==> src/rtl/sdram_write_pkg.sv <==
// Shared SDRAM write-path definitions: command encodings, timing constants, FSM states, address layout.
package sdram_write_pkg;

    localparam int unsigned CMD_W   = 3;
    localparam int unsigned ADDR_W  = 22;
    localparam int unsigned ROW_W   = 12;
    localparam int unsigned COL_W   = 8;
    localparam int unsigned BANK_W  = 2;
    localparam int unsigned DQ_W    = 16;
    localparam int unsigned DQM_W   = 2;
    localparam int unsigned COUNT_W = 24;
    localparam int unsigned DELAY_W = 16;
    localparam int unsigned FIFO_W  = 32;
    localparam int unsigned MASK_W  = 4;
    localparam int unsigned NFIFO   = 2;

    // {RAS,CAS,WE}
    localparam logic [CMD_W-1:0] SDRAM_CMD_NOP       = 3'b111;
    localparam logic [CMD_W-1:0] SDRAM_CMD_ACTIVE    = 3'b011;
    localparam logic [CMD_W-1:0] SDRAM_CMD_WRITE     = 3'b100;
    localparam logic [CMD_W-1:0] SDRAM_CMD_TERMINATE = 3'b110;
    localparam logic [CMD_W-1:0] SDRAM_CMD_PRECHARGE = 3'b010;

    localparam logic [DELAY_W-1:0] T_RCD = 16'd2;
    localparam logic [DELAY_W-1:0] T_WR  = 16'd2;
    localparam logic [DELAY_W-1:0] T_RP  = 16'd2;

    typedef enum logic [2:0] {
        ST_IDLE,
        ST_WAIT,
        ST_ACTIVATE,
        ST_WRITE_COMMAND,
        ST_WRITE_BOTTOM,
        ST_WRITE_TOP,
        ST_BURST_TERMINATE,
        ST_PRECHARGE
    } state_t;

    typedef struct packed {
        logic [BANK_W-1:0] bank;
        logic [ROW_W-1:0]  row;
        logic [COL_W-1:0]  col;
    } sdram_addr_t;

    // FIFO 0 has priority when both hold a block
    function automatic logic [NFIFO-1:0] pick_fifo(input logic [NFIFO-1:0] ready);
        return ready[0] ? 2'b01 : 2'b10;
    endfunction

endpackage

==> src/rtl/sdram_write.sv <==
// Write-side SDRAM datapath: drains 32-bit ping-pong FIFO words as top/bottom 16-bit halfword bursts.
// Optional SDRAM_WRITE_MASK_EN drives DQM from the FIFO byte enables; otherwise DQM stays 2'b00.
module sdram_write
    import sdram_write_pkg::*;
(
    input  logic                i_clk,
    input  logic                i_rst,
    output logic [CMD_W-1:0]    o_command,
    output logic [ROW_W-1:0]    o_address,
    output logic [BANK_W-1:0]   o_bank,
    output logic [DQ_W-1:0]     o_data_out,
    output logic [DQM_W-1:0]    o_data_mask,
    input  logic                i_enable,
    output logic                o_idle,
    input  logic                i_auto_refresh,
    output logic                o_wait_for_refresh,
    input  logic [ADDR_W-1:0]   i_app_address,
    input  logic [NFIFO-1:0]    i_fifo_ready,
    output logic [NFIFO-1:0]    o_fifo_activate,
    input  logic [COUNT_W-1:0]  i_fifo_size,
    input  logic [FIFO_W-1:0]   i_fifo_data,
    input  logic [MASK_W-1:0]   i_fifo_mask,
    output logic                o_fifo_strobe
);

    state_t              r_state;
    logic [DELAY_W-1:0]  r_delay;
    logic [ADDR_W-1:0]   r_write_address;
    logic [COUNT_W-1:0]  r_count;

    sdram_addr_t         w_cur;
    logic [ADDR_W-1:0]   w_next_address;
    sdram_addr_t         w_next;
    logic                w_last;
    logic [DQM_W-1:0]    w_mask_top;
    logic [DQM_W-1:0]    w_mask_bot;

    assign w_cur          = sdram_addr_t'(r_write_address);
    assign w_next_address = r_write_address + ADDR_W'(2);
    assign w_next         = sdram_addr_t'(w_next_address);

    // Burst ends on the last dword, a lost session, a refresh request or a page wrap
    assign w_last = (r_count == COUNT_W'(1)) || !i_enable || i_auto_refresh
                    || (w_next.col == '0);

`ifdef SDRAM_WRITE_MASK_EN
    assign w_mask_top = ~i_fifo_mask[3:2];
    assign w_mask_bot = ~i_fifo_mask[1:0];
`else
    logic w_unused_mask;
    assign w_unused_mask = ^i_fifo_mask;
    assign w_mask_top    = '0;
    assign w_mask_bot    = '0;
`endif

    assign o_idle = (r_delay == '0) && ((r_state == ST_IDLE) || (r_state == ST_WAIT));

    always_ff @(posedge i_clk) begin
        if (i_rst) begin
            r_state            <= ST_IDLE;
            r_delay            <= '0;
            r_write_address    <= '0;
            r_count            <= '0;
            o_command          <= SDRAM_CMD_NOP;
            o_address          <= '0;
            o_bank             <= '0;
            o_data_out         <= '0;
            o_data_mask        <= '0;
            o_fifo_activate    <= '0;
            o_fifo_strobe      <= 1'b0;
            o_wait_for_refresh <= 1'b0;
        end else begin
            o_command          <= SDRAM_CMD_NOP;
            o_fifo_strobe      <= 1'b0;
            o_wait_for_refresh <= 1'b0;

            // DQ/DQM follow the state even while the delay counter holds it
            case (r_state)
                ST_WRITE_COMMAND, ST_WRITE_TOP: begin
                    o_data_out  <= i_fifo_data[31:16];
                    o_data_mask <= w_mask_top;
                end
                ST_WRITE_BOTTOM: begin
                    o_data_out  <= i_fifo_data[15:0];
                    o_data_mask <= w_mask_bot;
                end
                default: ;
            endcase

            if (r_delay != '0) begin
                r_delay <= r_delay - DELAY_W'(1);
            end else begin
                case (r_state)
                    ST_IDLE: begin
                        o_fifo_activate    <= '0;
                        o_wait_for_refresh <= 1'b1;
                        if (i_enable && (i_fifo_ready != '0)) begin
                            r_write_address <= i_app_address;
                            r_count         <= i_fifo_size;
                            o_fifo_activate <= pick_fifo(i_fifo_ready);
                            r_state         <= ST_WAIT;
                        end
                    end
                    ST_WAIT: begin
                        if (i_auto_refresh) begin
                            o_wait_for_refresh <= 1'b1;
                        end else if (!i_enable) begin
                            r_state <= ST_IDLE;
                        end else if ((r_count == '0) && (o_fifo_activate != '0)) begin
                            o_fifo_activate <= '0;
                        end else if (o_fifo_activate != '0) begin
                            r_state <= ST_ACTIVATE;
                        end else if (i_fifo_ready != '0) begin
                            o_fifo_activate <= pick_fifo(i_fifo_ready);
                            r_count         <= i_fifo_size;
                            r_state         <= ST_ACTIVATE;
                        end
                    end
                    ST_ACTIVATE: begin
                        if (i_auto_refresh) begin
                            r_state <= ST_WAIT;
                        end else begin
                            o_command <= SDRAM_CMD_ACTIVE;
                            o_bank    <= w_cur.bank;
                            o_address <= w_cur.row;
                            r_delay   <= T_RCD;
                            r_state   <= ST_WRITE_COMMAND;
                        end
                    end
                    ST_WRITE_COMMAND: begin
                        o_command <= SDRAM_CMD_WRITE;
                        o_address <= ROW_W'(w_cur.col);
                        r_state   <= ST_WRITE_BOTTOM;
                    end
                    ST_WRITE_BOTTOM: begin
                        o_fifo_strobe   <= 1'b1;
                        r_write_address <= w_next_address;
                        r_count         <= r_count - COUNT_W'(1);
                        r_state         <= w_last ? ST_BURST_TERMINATE : ST_WRITE_TOP;
                    end
                    ST_WRITE_TOP: begin
                        r_state <= ST_WRITE_BOTTOM;
                    end
                    ST_BURST_TERMINATE: begin
                        o_command <= SDRAM_CMD_TERMINATE;
                        r_delay   <= T_WR;
                        r_state   <= ST_PRECHARGE;
                    end
                    ST_PRECHARGE: begin
                        o_command <= SDRAM_CMD_PRECHARGE;
                        r_delay   <= T_RP;
                        r_state   <= ST_WAIT;
                    end
                    default: r_state <= ST_IDLE;
                endcase
            end
        end
    end

endmodule
==> config.mk <==
export PLATFORM = sky130hd
export DESIGN_NAME = sdram_write
export DESIGN_NICKNAME = d
export VERILOG_FILES = /design/src/rtl/sdram_write_pkg.sv /design/src/rtl/sdram_write.sv
export SDC_FILE = /design/constraint.sdc
export NUM_CORES = 1
export LEC_CHECK = 0
export ABC_AREA = 1
export BUFFER_PORTS_ARGS = -buffer_cell sky130_fd_sc_hd__buf_2
export CORE_MARGIN = 1.5
export CORE_UTILIZATION = 35
export CTS_BUF_LIST = sky130_fd_sc_hd__clkbuf_16
export DETAILED_ROUTE_END_ITERATION = 10
export PLACE_DENSITY = 0.66
export SETUP_SLACK_MARGIN = 0.1
export SLEW_MARGIN = 0
export SYNTH_ARGS = -nofsm -noshare
export SYNTH_HDL_FRONTEND = slang
export SYNTH_SLANG_ARGS = --single-unit
export TNS_END_PERCENT = 5
==> constraint.sdc <==
create_clock -name i_clk -period 1.99 [get_ports i_clk]
set_input_delay 0.398 -clock i_clk [delete_from_list [all_inputs] [get_ports i_clk]]
set_output_delay 0.398 -clock i_clk [all_outputs]
set_load 0.005 [all_outputs]
==> results by group <==
Pwr
  • Cell Pwr Density: 1307 nW/um2
  • Peak VDD IR: between 0.6 and 0.7 mV
  • Leakage power: roughly 3.4 nW
  • Tot Pwr: 9.686 mW

Setup path
  • Buffers plus inverters on the worst setup path: 2
  • CP Class: reg2out
  • Most common cell on crit path: nor2_4
  • Worst r2r dst: r_write_address[15]
  • Critical-path top delay cell: dfxtp_4
  • Reg2reg setup slack: ~0.050 ns
  • R2R depth: 11
  • CP cell instances: nor2_4 -> nand2_2 -> nor3_4 -> nand2_2 -> nor2_4 -> inv_2 -> nor2_4 -> buf_2
  • Worst-path maximum fanout: 4
  • Worst Path Arrival: between 1.5 and 2 ns
  • Slowest cell delay on critical path: around 0.36 ns
  • Critical path startpoint category: flop
  • WP data required: 1.59 ns
  • Crit Reg-Reg Startpoint: r_delay[7]
  • Endpoint class of the critical path: output port
  • Crit-path leading delay family: simple AND/OR/NAND/NOR gates

Yosys
  • Netlist cell types: 39
  • Yosys reg bits: about 100
  • Main flop type after synthesis: dfxtp_1
  • Area leader, netlist: dfxtp_1
  • Yosys warning total: 0
  • Syn_area_per_cell: about 6.4 um2
  • Post-synth ARST share: 0%
  • Syn Std Cell Area: roughly 6000 um2
  • EDFF count, synth: 0
  • Synth area leaders: dfxtp_1, nand2_1, nor2_1
  • Synth top area share: around a third
  • Most instantiated cells after synthesis: nand2_1, nor2_1, dfxtp_1
  • Seq/Total Area, Yosys: roughly 34%
  • Cells after Synth: roughly 940
  • Top-count cell post-synth: nand2_1

Timing
  • Max Freq: 488.4 MHz
  • Slew Limit Fails: 0
  • Period minus WS final: between 2 and 2.5 ns
  • Final worst-path setup slack: -0.05771 ns
  • Tcrit/Tclk final: 102.9%
  • Layout Skew: 0.01212 ns
  • Unrepaired setup endpoints after global routing: yes
  • Final setup fails: 1
  • Final Hold Vio Count: 0

Flow run
  • Number of max-cap violations: 0

Layout
  • Area occupied by registers: ~2100 um2
  • Number of antenna diodes: 0
  • Multi-input logic area: between 3000 and 4000 um2
  • Layout cells sized above 1: a little under a quarter
  • Fillcell total: approximately 1800
  • Final core occ: between 40 and 50%
  • Post-route design area: between 7000 and 8000 um2
  • Area delta synth->final: 24.07%
  • Nets: roughly 1200

Detailed routing
  • 1st-pass router iterations: 5
  • Iteration-0 DRC Markers: ~500
  • Post-DRT Antenna Nets: 0
  • Final wirelength: around 18 mm
  • Routed len/inst: 13.81 um
  • Routed vias/inst: between 5 and 6
  • Via count: around 6500
  • DR DRC count: 0

Die
  • Die Y: 133.6 um
  • Total die area: about 18000 um2
  • Die width: ~130 um
  • FP Rows: between 40 and 50
  • Initial Util: 35.89%
  • Core region area: between 15000 and 20000 um2
  • Top Ports: ~130

Outcome
  • Failing checks: setup timing
  • Status: complete, but fails checks

Clock tree
  • Sink Count: between 100 and 150
  • H-tree Lvls: 3
  • Clock latency on the worst-skew pair: ~0.36 ns
  • Clock root buffer: clkbuf_16
  • TritonCTS clock tree: done
  • Longest Clk Path Bufs: 2
  • Clock buffer count from CTS: 9
  • Clk slew on worst S/H paths: roughly 0.07 ns

Min path
  • Hold path cells: 3
  • Hold Crit Class: in2reg
  • Min-Delay Startpoint: i_fifo_data[10]
  • Hold endpoint: o_data_out[10]

Global routing
  • Largest net degree at the start of global routing: 58
  • Total global-route track usage: 20.25%
  • Total grt overflow: 0
  • Initial antenna violation count: 0
  • First-pass GRT wire length: about 29 mm
  • Vias in the first global route: 5988

Place
  • DP Area: around 7000 um2
  • Dpl ws: approximately 0.086 ns
  • PortBufs: 121
  • Hpwl dp: around 13 mm
  • GPL Wtd Cong: slightly below 0.9
worst register-to-register path: stages, from the launching register on:
cell	delay [ns]
dfxtp_4	0.36
nor2_4	0.13
nand2_2	0.09
nor3_4	0.22
nand2_2	0.11
buf_4	0.15
buf_4	0.13
inv_2	0.07
o211ai_1	0.16
buf_12	0.21
a21oi_1	0.14
a21oi_1	0.08
power by group:
group          internal [mW]  total, mW  switching, mW
clock                  0.839       1.66          0.819
sequential              2.49       2.92          0.425
combinational           2.00       5.11           3.11
how the worst max path moves through the flow:
stage | start | end | slack [ns] | depth (start not counted)
floorplan | r_write_address[1] | r_write_address[19] | 0.39 | 10
global placement | i_enable | r_count[18] | 0.12 | 11
detailed placement | i_enable | r_count[16] | 0.09 | 11
CTS | r_delay[1] | o_idle | -0.02 | 9
global route | r_delay[7] | o_idle | -0.14 | 8
finish | r_delay[7] | o_idle | -0.06 | 8
cells by family (layout without fill, tap and decap cells):
group / Yosys count / after routing / synth area share (%)
and+or+nand+nor: 483 / 483 / 34.94
AOI/OAI and AO/OA: 200 / 200 / 18.29
other: 1 / 2 / 0.06278
buffers and inverters: 129 / 263 / 9.070
DFF: 102 / 102 / 34.19
adders and majority gates: 6 / 6 / 1.257
xor gates and xnor gates: 15 / 15 / 2.199
area by class of cell:
type | count | share of cell area (%)
Clock inverter | 7 | 0.5571
Sequential cell | 102 | 27.81
Multi-Input combinational cell | 706 | 47.36
Clock buffer | 9 | 3.039
Tap cell | 220 | 3.714
Timing Repair Buffer | 162 | 13.22
Inverter | 85 | 4.305
per-layer routing:
metal	track usage [%]	part of all wire, %
met5	0	0
met4	7.367	1.7
met3	3.158	5.3
met2	30.97	44
met1	28.78	48
registers in the layout, summed over array words and instances (netlist names):
signal,flops
r_count,24
r_write_address,22
o_data_out,16
r_delay,16
o_address,12
o_command,3
r_state,3
o_bank,2
o_fifo_activate,2
o_fifo_strobe,1
o_wait_for_refresh,1
placed cells by master (no fill, tap or decap), drive strengths merged, types with 16 or more instances in the layout:
cell type	count
nand2	222
nand3	46
a31oi	27
nor3	24
inv	85
nor2	156
a21oi	64
dfxtp	102
nand4	16
o21ai	93
buf	162
timing repair:
item,CTS,global route
resized for setup,22,31
hold buffers,0,0
setup buffers,12,2
pin swaps,9,16
endpoints found under the setup margin,1,50
per-stage QoR:
stage               TNS (ns)  hold WS [ns]  instances
floorplan                  0        0.4262        937
global route         -0.6017        0.3023       1291
finish              -0.05771        0.3038       1291
global placement           0        0.4419       1261
detailed placement         0        0.4445       1261
CTS                 -0.01780        0.2921       1289
No activity file was read; power rests on OpenSTA's default activity.
